File: src/rtl/frv_asi_arbiter.sv
// ============================================================================
// Module   : frv_asi_arbiter
// Brief    : Two-requester arbiter sharing the frv_asi unit between the core
//            execute stage (requester 0) and the crypto coprocessor port
//            (requester 1). Holds the grant until done, flush or timeout.
// Config   : FRV_ASI_ARBITER_RR_EN defined   -> round-robin on contention
//            FRV_ASI_ARBITER_RR_EN undefined -> requester 0 always wins
// Revision : 1.0 - initial release
// ============================================================================
`default_nettype none

module frv_asi_arbiter #(
  parameter int XLEN    = 32,
  parameter int OPW     = 7,    // uop width (OP+1 of the core's uop encoding)
  parameter int TIMEOUT = 15    // 1..15, compared against a 4-bit counter
) (
  input  logic            g_clk,
  input  logic            g_reset,
  // requester 0: core execute stage
  input  logic            req0_valid,
  input  logic            req0_flush,
  input  logic [OPW-1:0]  req0_uop,
  input  logic [XLEN-1:0] req0_rs1,
  input  logic [XLEN-1:0] req0_rs2,
  input  logic [1:0]      req0_shamt,
  output logic            req0_ready,
  output logic            req0_error,
  output logic [XLEN-1:0] req0_result,
  // requester 1: crypto coprocessor port
  input  logic            req1_valid,
  input  logic            req1_flush,
  input  logic [OPW-1:0]  req1_uop,
  input  logic [XLEN-1:0] req1_rs1,
  input  logic [XLEN-1:0] req1_rs2,
  input  logic [1:0]      req1_shamt,
  output logic            req1_ready,
  output logic            req1_error,
  output logic [XLEN-1:0] req1_result,
  // shared frv_asi unit
  output logic            asi_valid,
  output logic            asi_flush,
  output logic [OPW-1:0]  asi_uop,
  output logic [XLEN-1:0] asi_rs1,
  output logic [XLEN-1:0] asi_rs2,
  output logic [1:0]      asi_shamt,
  input  logic            asi_ready,
  input  logic [XLEN-1:0] asi_result
);

  localparam logic [3:0] c_timeout = 4'(TIMEOUT);

  typedef enum logic [0:0] {
    ST_IDLE = 1'b0,
    ST_BUSY = 1'b1
  } state_t;

  state_t     r_state;
  logic       r_owner;
  logic       r_pref;
  logic [3:0] r_cnt;

  logic w_busy;
  logic w_cand0;
  logic w_cand1;
  logic w_winner;
  logic w_own_valid;
  logic w_own_flush;
  logic w_abort;
  logic w_tmo;
  logic w_done;
  logic w_exit;

  assign w_busy  = (r_state == ST_BUSY);
  assign w_cand0 = req0_valid & ~req0_flush;
  assign w_cand1 = req1_valid & ~req1_flush;

  // A lone candidate wins outright; contention is settled by the pointer.
  assign w_winner = (w_cand0 & ~w_cand1) ? 1'b0 :
                    (w_cand1 & ~w_cand0) ? 1'b1 : r_pref;

  assign w_own_valid = r_owner ? req1_valid : req0_valid;
  assign w_own_flush = r_owner ? req1_flush : req0_flush;

  // Exit causes in strict priority: abandon, then timeout, then completion.
  assign w_abort = w_busy & (w_own_flush | ~w_own_valid);
  assign w_tmo   = w_busy & ~w_abort & (r_cnt == c_timeout);
  assign w_done  = w_busy & ~w_abort & ~w_tmo & asi_ready;
  assign w_exit  = w_abort | w_tmo | w_done;

  // Forward the owner's operation to frv_asi; everything is 0 while idle.
  always_comb begin
    asi_valid = w_busy;
    asi_flush = w_abort | w_tmo;
    asi_uop   = '0;
    asi_rs1   = '0;
    asi_rs2   = '0;
    asi_shamt = '0;
    if (w_busy) begin
      asi_uop   = r_owner ? req1_uop   : req0_uop;
      asi_rs1   = r_owner ? req1_rs1   : req0_rs1;
      asi_rs2   = r_owner ? req1_rs2   : req0_rs2;
      asi_shamt = r_owner ? req1_shamt : req0_shamt;
    end
  end

  // Route the done pulse, error flag and result back to the owner only.
  always_comb begin
    req0_ready  = (w_tmo | w_done) & ~r_owner;
    req0_error  = w_tmo & ~r_owner;
    req0_result = (w_done & ~r_owner) ? asi_result : '0;
    req1_ready  = (w_tmo | w_done) & r_owner;
    req1_error  = w_tmo & r_owner;
    req1_result = (w_done & r_owner) ? asi_result : '0;
  end

  // Grant/hold state machine with the watchdog counter and fairness pointer.
  always_ff @(posedge g_clk or posedge g_reset) begin
    if (g_reset) begin
      r_state <= ST_IDLE;
      r_owner <= 1'b0;
      r_pref  <= 1'b0;
      r_cnt   <= 4'd0;
    end else begin
      case (r_state)
        ST_IDLE: begin
          if (w_cand0 | w_cand1) begin
            r_owner <= w_winner;
            r_state <= ST_BUSY;
            r_cnt   <= 4'd0;
          end
        end
        ST_BUSY: begin
          if (w_exit) begin
            r_state <= ST_IDLE;
`ifdef FRV_ASI_ARBITER_RR_EN
            r_pref  <= ~r_owner;
`else
            r_pref  <= 1'b0;
`endif
          end else begin
            r_cnt <= r_cnt + 4'd1;
          end
        end
        default: r_state <= ST_IDLE;
      endcase
    end
  end

endmodule

`default_nettype wire

File: config.mk
export PLATFORM = sky130hd
export DESIGN_NAME = frv_asi_arbiter
export DESIGN_NICKNAME = d
export VERILOG_FILES = /design/src/rtl/frv_asi_arbiter.sv
export SDC_FILE = /design/constraint.sdc
export NUM_CORES = 1
export LEC_CHECK = 0
export ABC_AREA = 1
export CAP_MARGIN = 20
export CORE_AREA = 2 2 126 128
export DETAILED_ROUTE_END_ITERATION = 6
export DIE_AREA = 0 0 128 130
export MAX_ROUTING_LAYER = met4
export PLACE_DENSITY = 0.51
export SETUP_SLACK_MARGIN = 0.1
export SLEW_MARGIN = 5
export SYNTH_ARGS = -nofsm -noshare
export SYNTH_HDL_FRONTEND = slang
export SYNTH_SLANG_ARGS = --single-unit
File: constraint.sdc
create_clock -name g_clk -period 1.9 [get_ports g_clk]
set_input_delay 0.19 -clock g_clk [delete_from_list [all_inputs] [get_ports g_clk]]
set_output_delay 0.19 -clock g_clk [all_outputs]
set_load 0.05 [all_outputs]
==> results of run 1 <==
==> stage by stage <==
stage               std cells  cell area [sq um]
finish                    927               8180
CTS                       920               7940
detailed placement        908               7640
global route              927               8180
global placement          908               7640
floorplan                 402               2650
==> repair_timing <==
| item | in CTS | in global routing |
|---|---|---|
| buffers inserted | 7 | 2 |
| cloned | 2 | 5 |
| endpoints found under the setup margin | 118 | 133 |
| resized for setup | 25 | 69 |
| pin swaps | 2 | 7 |
==> metal layers <==
metal | up-vias | part of all wire [%] | global-route usage [%]
met5 | - | 0 | -
met3 | 10 | 8.4 | 3.98
met1 | 1774 | 37 | 17.2
met4 | 0 | 0.93 | 2.26
met2 | 208 | 54 | 31.3
li1 | 1902 | - | -
==> final cells by class <==
cell class / count / area (sq um) / area share [%]
repair buffers: 358 / 5190 / 63.4
flip-flops and latches: 6 / 153 / 1.87
inverters: 44 / 170 / 2.08
multi-input cells: 324 / 2350 / 28.8
well taps: 192 / 240 / 2.94
clock buffers: 3 / 75.1 / 0.918
==> sequential cells by signal, summed over array words and instances, names as in the netlist <==
name	cells
r_owner	1
r_cnt	4
asi_valid	1
==> kinds of logic after synthesis <==
family / Yosys count / share of synthesized area, %
and+or+nand+nor: 241 / 53.2
AOI/OAI and AO/OA: 78 / 20.3
buffers and inverters: 74 / 17.3
DFF: 6 / 7.74
xor gates and xnor gates: 2 / 0.903
adders and majority gates: 1 / 0.645
==> report_power, final <==
part / internal, W / switching, W / leakage, nW
combinational: 0.00161 / 0.00196 / 3.08
clock: 0.000270 / 0.0000724 / 0.0370
sequential: 0.000142 / 0.0000186 / 0.0776
==> worst max-delay path, cell delays in order (launching register included) <==
cell,delay [ps]
dfrtp_1,390
ha_2,210
nand3_4,100
nand4_4,120
inv_4,100
buf_12,120
nand2_8,90
clkbuf_16,200
nor2_4,110
buf_12,140
==> how the worst max path moves through the flow <==
stage               slack (ps)               to            startpoint
global route              -160  req0_result[20]  r_cnt[0]$_DFFE_PP0P_
CTS                        -70   req0_result[6]  r_cnt[0]$_DFFE_PP0P_
global placement           -70   req1_result[9]            req0_valid
finish                     -90  req0_result[20]  r_cnt[0]$_DFFE_PP0P_
floorplan                  -50   req0_result[0]  r_cnt[0]$_DFFE_PP0P_
detailed placement         -90   req1_result[1]            req0_valid
==> cell usage in the layout, fill, tap and decap left out <==
| cell type | netlist | final |
|---|---|---|
| dlygate4sd2_1 | 0 | 1 |
| o21ai_1 | 0 | 34 |
| dfrtp_2 | 0 | 2 |
| nand2_8 | 0 | 2 |
| a21oi_4 | 0 | 1 |
| nand3_4 | 0 | 2 |
| nand2_1 | 8 | 8 |
| buf_6 | 7 | 3 |
| clkbuf_16 | 0 | 6 |
| a21oi_2 | 0 | 1 |
| clkdlybuf4s50_1 | 0 | 183 |
| xor2_1 | 1 | 1 |
| nand2_4 | 2 | 3 |
| ha_2 | 0 | 1 |
| buf_16 | 0 | 4 |
| a22oi_1 | 1 | 1 |
| nor2_2 | 30 | 36 |
| buf_8 | 0 | 1 |
| nand4_4 | 0 | 1 |
| buf_12 | 0 | 151 |
| a21oi_1 | 3 | 1 |
| nand3_2 | 1 | 2 |
| nand3_1 | 9 | 6 |
| inv_4 | 0 | 2 |
| dfrtp_1 | 6 | 4 |
| nand4_1 | 3 | 3 |
| xnor2_1 | 1 | 1 |
| inv_1 | 42 | 42 |
| o21ai_0 | 74 | 40 |
| nor2_1 | 186 | 76 |
| nor2_4 | 0 | 104 |
| buf_4 | 0 | 12 |
==> flow_metrics.tcl, run 1 <==
set metrics [dict create \
    endpoint_kind "primary output" \
    p_leak_nw 3.20 \
    start_kind "flop" \
    syn_nets 588 \
    finalWirelength_um 14500 \
    first_iter_violations 115 \
    reg2reg_depth 6 \
    dieHeight_um 130 \
    cp.required_ps 1710 \
    num_vias 3894 \
    final_nets 923 \
    final_max_slew_viol_count 0 \
    tns_ps -3420 \
    fillCellCount 1378 \
    synth_top_area_cell "nor2_1" \
    tightestPinTransition_ps 373 \
    synth_commonest_cells "186 x nor2_1, 74 x o21ai_0, 42 x inv_1" \
    cts_made_buffers 3 \
    cts.path.max_buffers 2 \
    violations "negative setup slack" \
    final_antenna_net_count 0 \
    clock_latency_ps 230 \
    io_pins 328 \
    crit_arrival_ps 1800 \
    grt_max_degree 78 \
    yosys_warnings 0 \
    htreeDepth 1 \
    finalCritPeriodShare_pct 105 \
    crit_fanout 5 \
    yosysSeqAreaShare_pct 7.74 \
    synthFlopType "dfrtp_1" \
    place_ws_ps -91.6 \
    synthArstFlopShare_pct 100 \
    avgSynthCellArea_sq_um 4.82 \
    fmax_ghz 0.502 \
    hold_viol_final 0 \
    die_x_um 128 \
    wl_per_cell_um 15.6 \
    layout_setup_ws_ps -93.0 \
    cts_tree "done" \
    reg2reg_slack_ps 480 \
    drv_cap 0 \
    first_global_vias 3900 \
    slew_headroom_pct 75.1 \
    finalClockSkew_ps 0.311 \
    n_antenna_cell 0 \
    drc 0 \
    viasPerCell 4.20 \
    clkTransAtPathRegs_ps 30 \
    status "complete, but fails checks" \
    finalPower_w 0.00406 \
    hold_slack_ps 187 \
    min_period_ps 1990 \
    ys_ff_latch 6 \
    cts_hold_buf 0 \
    portBuffers 327 \
    syn_to_final_growth_pct 322 \
    dp_hpwl_um 11900 \
    yosys-top-cells-area "nor2_1 36%, o21ai_0 19%, nor2_2 9.7%" \
    path_class "flop to primary output" \
    dr.pass1.iters 4 \
    core_sq_um 15400 \
    antenna_found_initial 0 \
    die-area_sq_um 16600 \
    reg2reg_to "r_cnt[2]$_DFFE_PP0P_" \
    start_util_pct 12.6 \
    synth_top_area_share_pct 36.0 \
    gp_congestion 0.868 \
    synth_edf_count 0 \
    grt_pass1_wl_um 20700 \
    final_util_pct 53.0 \
    grt_usage_pct 16.3 \
    grt_overflow_total 0 \
    setup_viol 60 \
    yosysUniqueCellTypes 21 \
    cts-root-buf "clkbuf_16" \
    powerDensity_nw_per_um2 497 \
    synth_most_common_cell "nor2_1" \
    rsz0062_at_grt "true" \
    cts.sinks 6 \
    vdd_ir_drop_max_uv 280 \
    min_path_type "primary input to asynchronous set/reset pin" \
    syn-cell-area_sq_um 1940 \
    r2r-start "asi_valid$_DFF_PP0_" \
    drive_gt1_share_pct 45.4 \
    rows 46 \
    synthCells 402 \
]
Power figures use the tool's default switching activity.
==> inputs of run 2 (changes only) <==
--- a/config.mk
+++ b/config.mk
@@ -11,7 +11,7 @@
 export DETAILED_ROUTE_END_ITERATION = 6
 export DIE_AREA = 0 0 128 130
 export MAX_ROUTING_LAYER = met4
-export PLACE_DENSITY = 0.51
+export PLACE_DENSITY = 0.62
 export SETUP_SLACK_MARGIN = 0.1
 export SLEW_MARGIN = 5
 export SYNTH_ARGS = -nofsm -noshare
==> run 2 against run 1 <==
The run now ends clean; clock skew rose by 4.1 ps; flip-flop and latch count did not move; combinational power fell by 1%; wire length fell by 4.7%; non-clock buffer count rose by 1; largest cell class unchanged.
==> flow_metrics.tcl, run 2 (same netlist as run 1, synthesis figures left out) <==
set metrics [dict create \
    status "completed" \
    layout_setup_ws_ps 0.528 \
    largest_reg_flops 4 \
    hold_viol_final 0 \
    final_antenna_net_count 0 \
    grt_pass1_wl_um 21100 \
    min_path_type "primary input to asynchronous set/reset pin" \
    die-area_sq_um 16600 \
    syn_to_final_growth_pct 316 \
    io_pins 328 \
    final_max_slew_viol_count 0 \
    tightestPinTransition_ps 383 \
    clkPwrFrac_pct 8.6 \
    cts_hold_buf 0 \
    mostFrequentLayoutCells "184 x clkdlybuf4s50_1, 149 x buf_12, 102 x nor2_1, 102 x nor2_4, 49 x o21ai_0" \
    htreeDepth 1 \
    internal_power_w 0.00201 \
    drv_cap 0 \
    powerDensity_nw_per_um2 500 \
    crit_arrival_ps 1710 \
    cp.required_ps 1710 \
    dpl_cell_area_sq_um 7620 \
    regMostFlops "r_cnt" \
    start_kind "flop" \
    layout_commonest_cell "clkdlybuf4s50_1" \
    hold_slack_ps 187 \
    fmax_ghz 0.526 \
    swShare_pct 50.1 \
    cts.sinks 6 \
    cts-root-buf "clkbuf_16" \
    dr.pass1.iters 4 \
    place_ws_ps -86.3 \
    comb_power_share_pct 87.4 \
    first_iter_violations 100 \
    pwr-share-seq_pct 4.0 \
    num_vias 3831 \
    path_class "flop to primary output" \
    dieHeight_um 130 \
    clkTransAtPathRegs_ps 40 \
    rows 46 \
    final_nets 922 \
    vdd_ir_drop_max_uv 337 \
    cts_made_buffers 3 \
    antenna_found_initial 0 \
    grt_usage_pct 16.4 \
    viasPerCell 4.13 \
    crit_fanout 77 \
    fin_area_sq_um 8060 \
    wl_per_cell_um 14.9 \
    slew_headroom_pct 74.5 \
    grt_overflow_total 0 \
    grt_max_degree 78 \
    finalClockSkew_ps 4.44 \
    drive_gt1_share_pct 41.8 \
    clock_latency_ps 230 \
    finalWirelength_um 13800 \
    first_global_vias 3904 \
    endpoint_kind "primary output" \
    cts_tree "done" \
    p_leak_nw 3.16 \
    core_sq_um 15400 \
    n_antenna_cell 0 \
    finalCritPeriodShare_pct 100 \
    setup_viol 0 \
    reg2reg_slack_ps 430 \
    portBuffers 327 \
    rsz0062_at_grt "true" \
    min_period_ps 1900 \
    start_util_pct 12.6 \
    dp_hpwl_um 11400 \
    drc 0 \
    gp_congestion 0.757 \
    p_sw_w 0.00202 \
    cts.path.max_buffers 2 \
    die_x_um 128 \
]
==> run 2: changes by cell type in the layout (fill, tap and decap cells not counted), moves of 2 or more <==
cell | before | now
buf_4 | 12 | 14
buf_12 | 151 | 149
o21ai_0 | 40 | 49
nand3_2 | 2 | 0
buf_16 | 4 | 1
nor2_4 | 104 | 102
o21ai_1 | 34 | 25
nor2_2 | 36 | 12
nor2_1 | 76 | 102
nand2_4 | 3 | 1
buf_6 | 3 | 6
nand3_4 | 2 | 4
==> run 2: critical path: stages, from the launching register on <==
cell and delay (ps):
dfrtp_2 440, inv_4 90, buf_12 320, nand2_8 140, clkbuf_16 210, nor2_4 100
buf_12 140
==> run 2: layer usage <==
layer / wire length (um) / track usage [%] / vias up / share of wire (%)
li1: - / - / 1903 / -
met1: 5400 / 19.9 / 1684 / 39
met2: 6970 / 27.6 / 222 / 51
met3: 1060 / 3.53 / 22 / 7.7
met4: 362 / 4.40 / 0 / 2.6
met5: 0 / - / - / 0
==> run 2: layout make-up <==
cell class                      instances  area [sq um]
Clock buffer                            4          78.8
Inverter                               44           173
Sequential cell                         6           153
Fill cell                            1398          7360
Timing Repair Buffer                  359          5130
Multi-Input combinational cell        322          2290
Tap cell                              192           240
==> run 2: through the flow <==
step           util (%)  std cells  total power, W  TNS (ps)
2_1_floorplan         -        402         0.00186      -183
3_3_place_gp       49.4        909         0.00356     -2640
3_5_place_dp       49.4        909         0.00358     -3050
4_1_cts            51.1        921         0.00401     -1770
5_1_grt            52.3        927         0.00425     -3400
6_report           52.3        927         0.00403         0
==> run 2: power groups by stage <==
| stage | clock, W | sequential [W] | combinational [W] |
|---|---|---|---|
| after floorplan | 0 | 0.000167 | 0.00169 |
| after global placement | 0 | 0.000166 | 0.00340 |
| after detailed placement | 0 | 0.000166 | 0.00341 |
| after CTS | 0.000355 | 0.000163 | 0.00349 |
| after global routing | 0.000366 | 0.000162 | 0.00372 |
| final | 0.000347 | 0.000160 | 0.00352 |
==> run 2: path summary, 6_finish.rpt <==
check | from | to | cells past startpoint
setup / recovery | r_owner$_DFFE_PP0P_ | req0_result[24] | 6
setup reg to reg | r_owner$_DFFE_PP0P_ | r_cnt[2]$_DFFE_PP0P_ | 9
hold reg to reg | r_cnt[1]$_DFFE_PP0P_ | r_cnt[1]$_DFFE_PP0P_ | 2
hold / removal | g_reset | r_cnt[3]$_DFFE_PP0P_ | 2
max in group asynchronous | g_reset | r_owner$_DFFE_PP0P_ | 2
min in group g_clk | r_cnt[1]$_DFFE_PP0P_ | r_cnt[1]$_DFFE_PP0P_ | 2
==> run 2: what timing repair did <==
action	CTS	global route
pin swaps	4	6
cloned	1	3
setup endpoints to repair	77	141
resized for setup	25	39
setup buffers	7	3
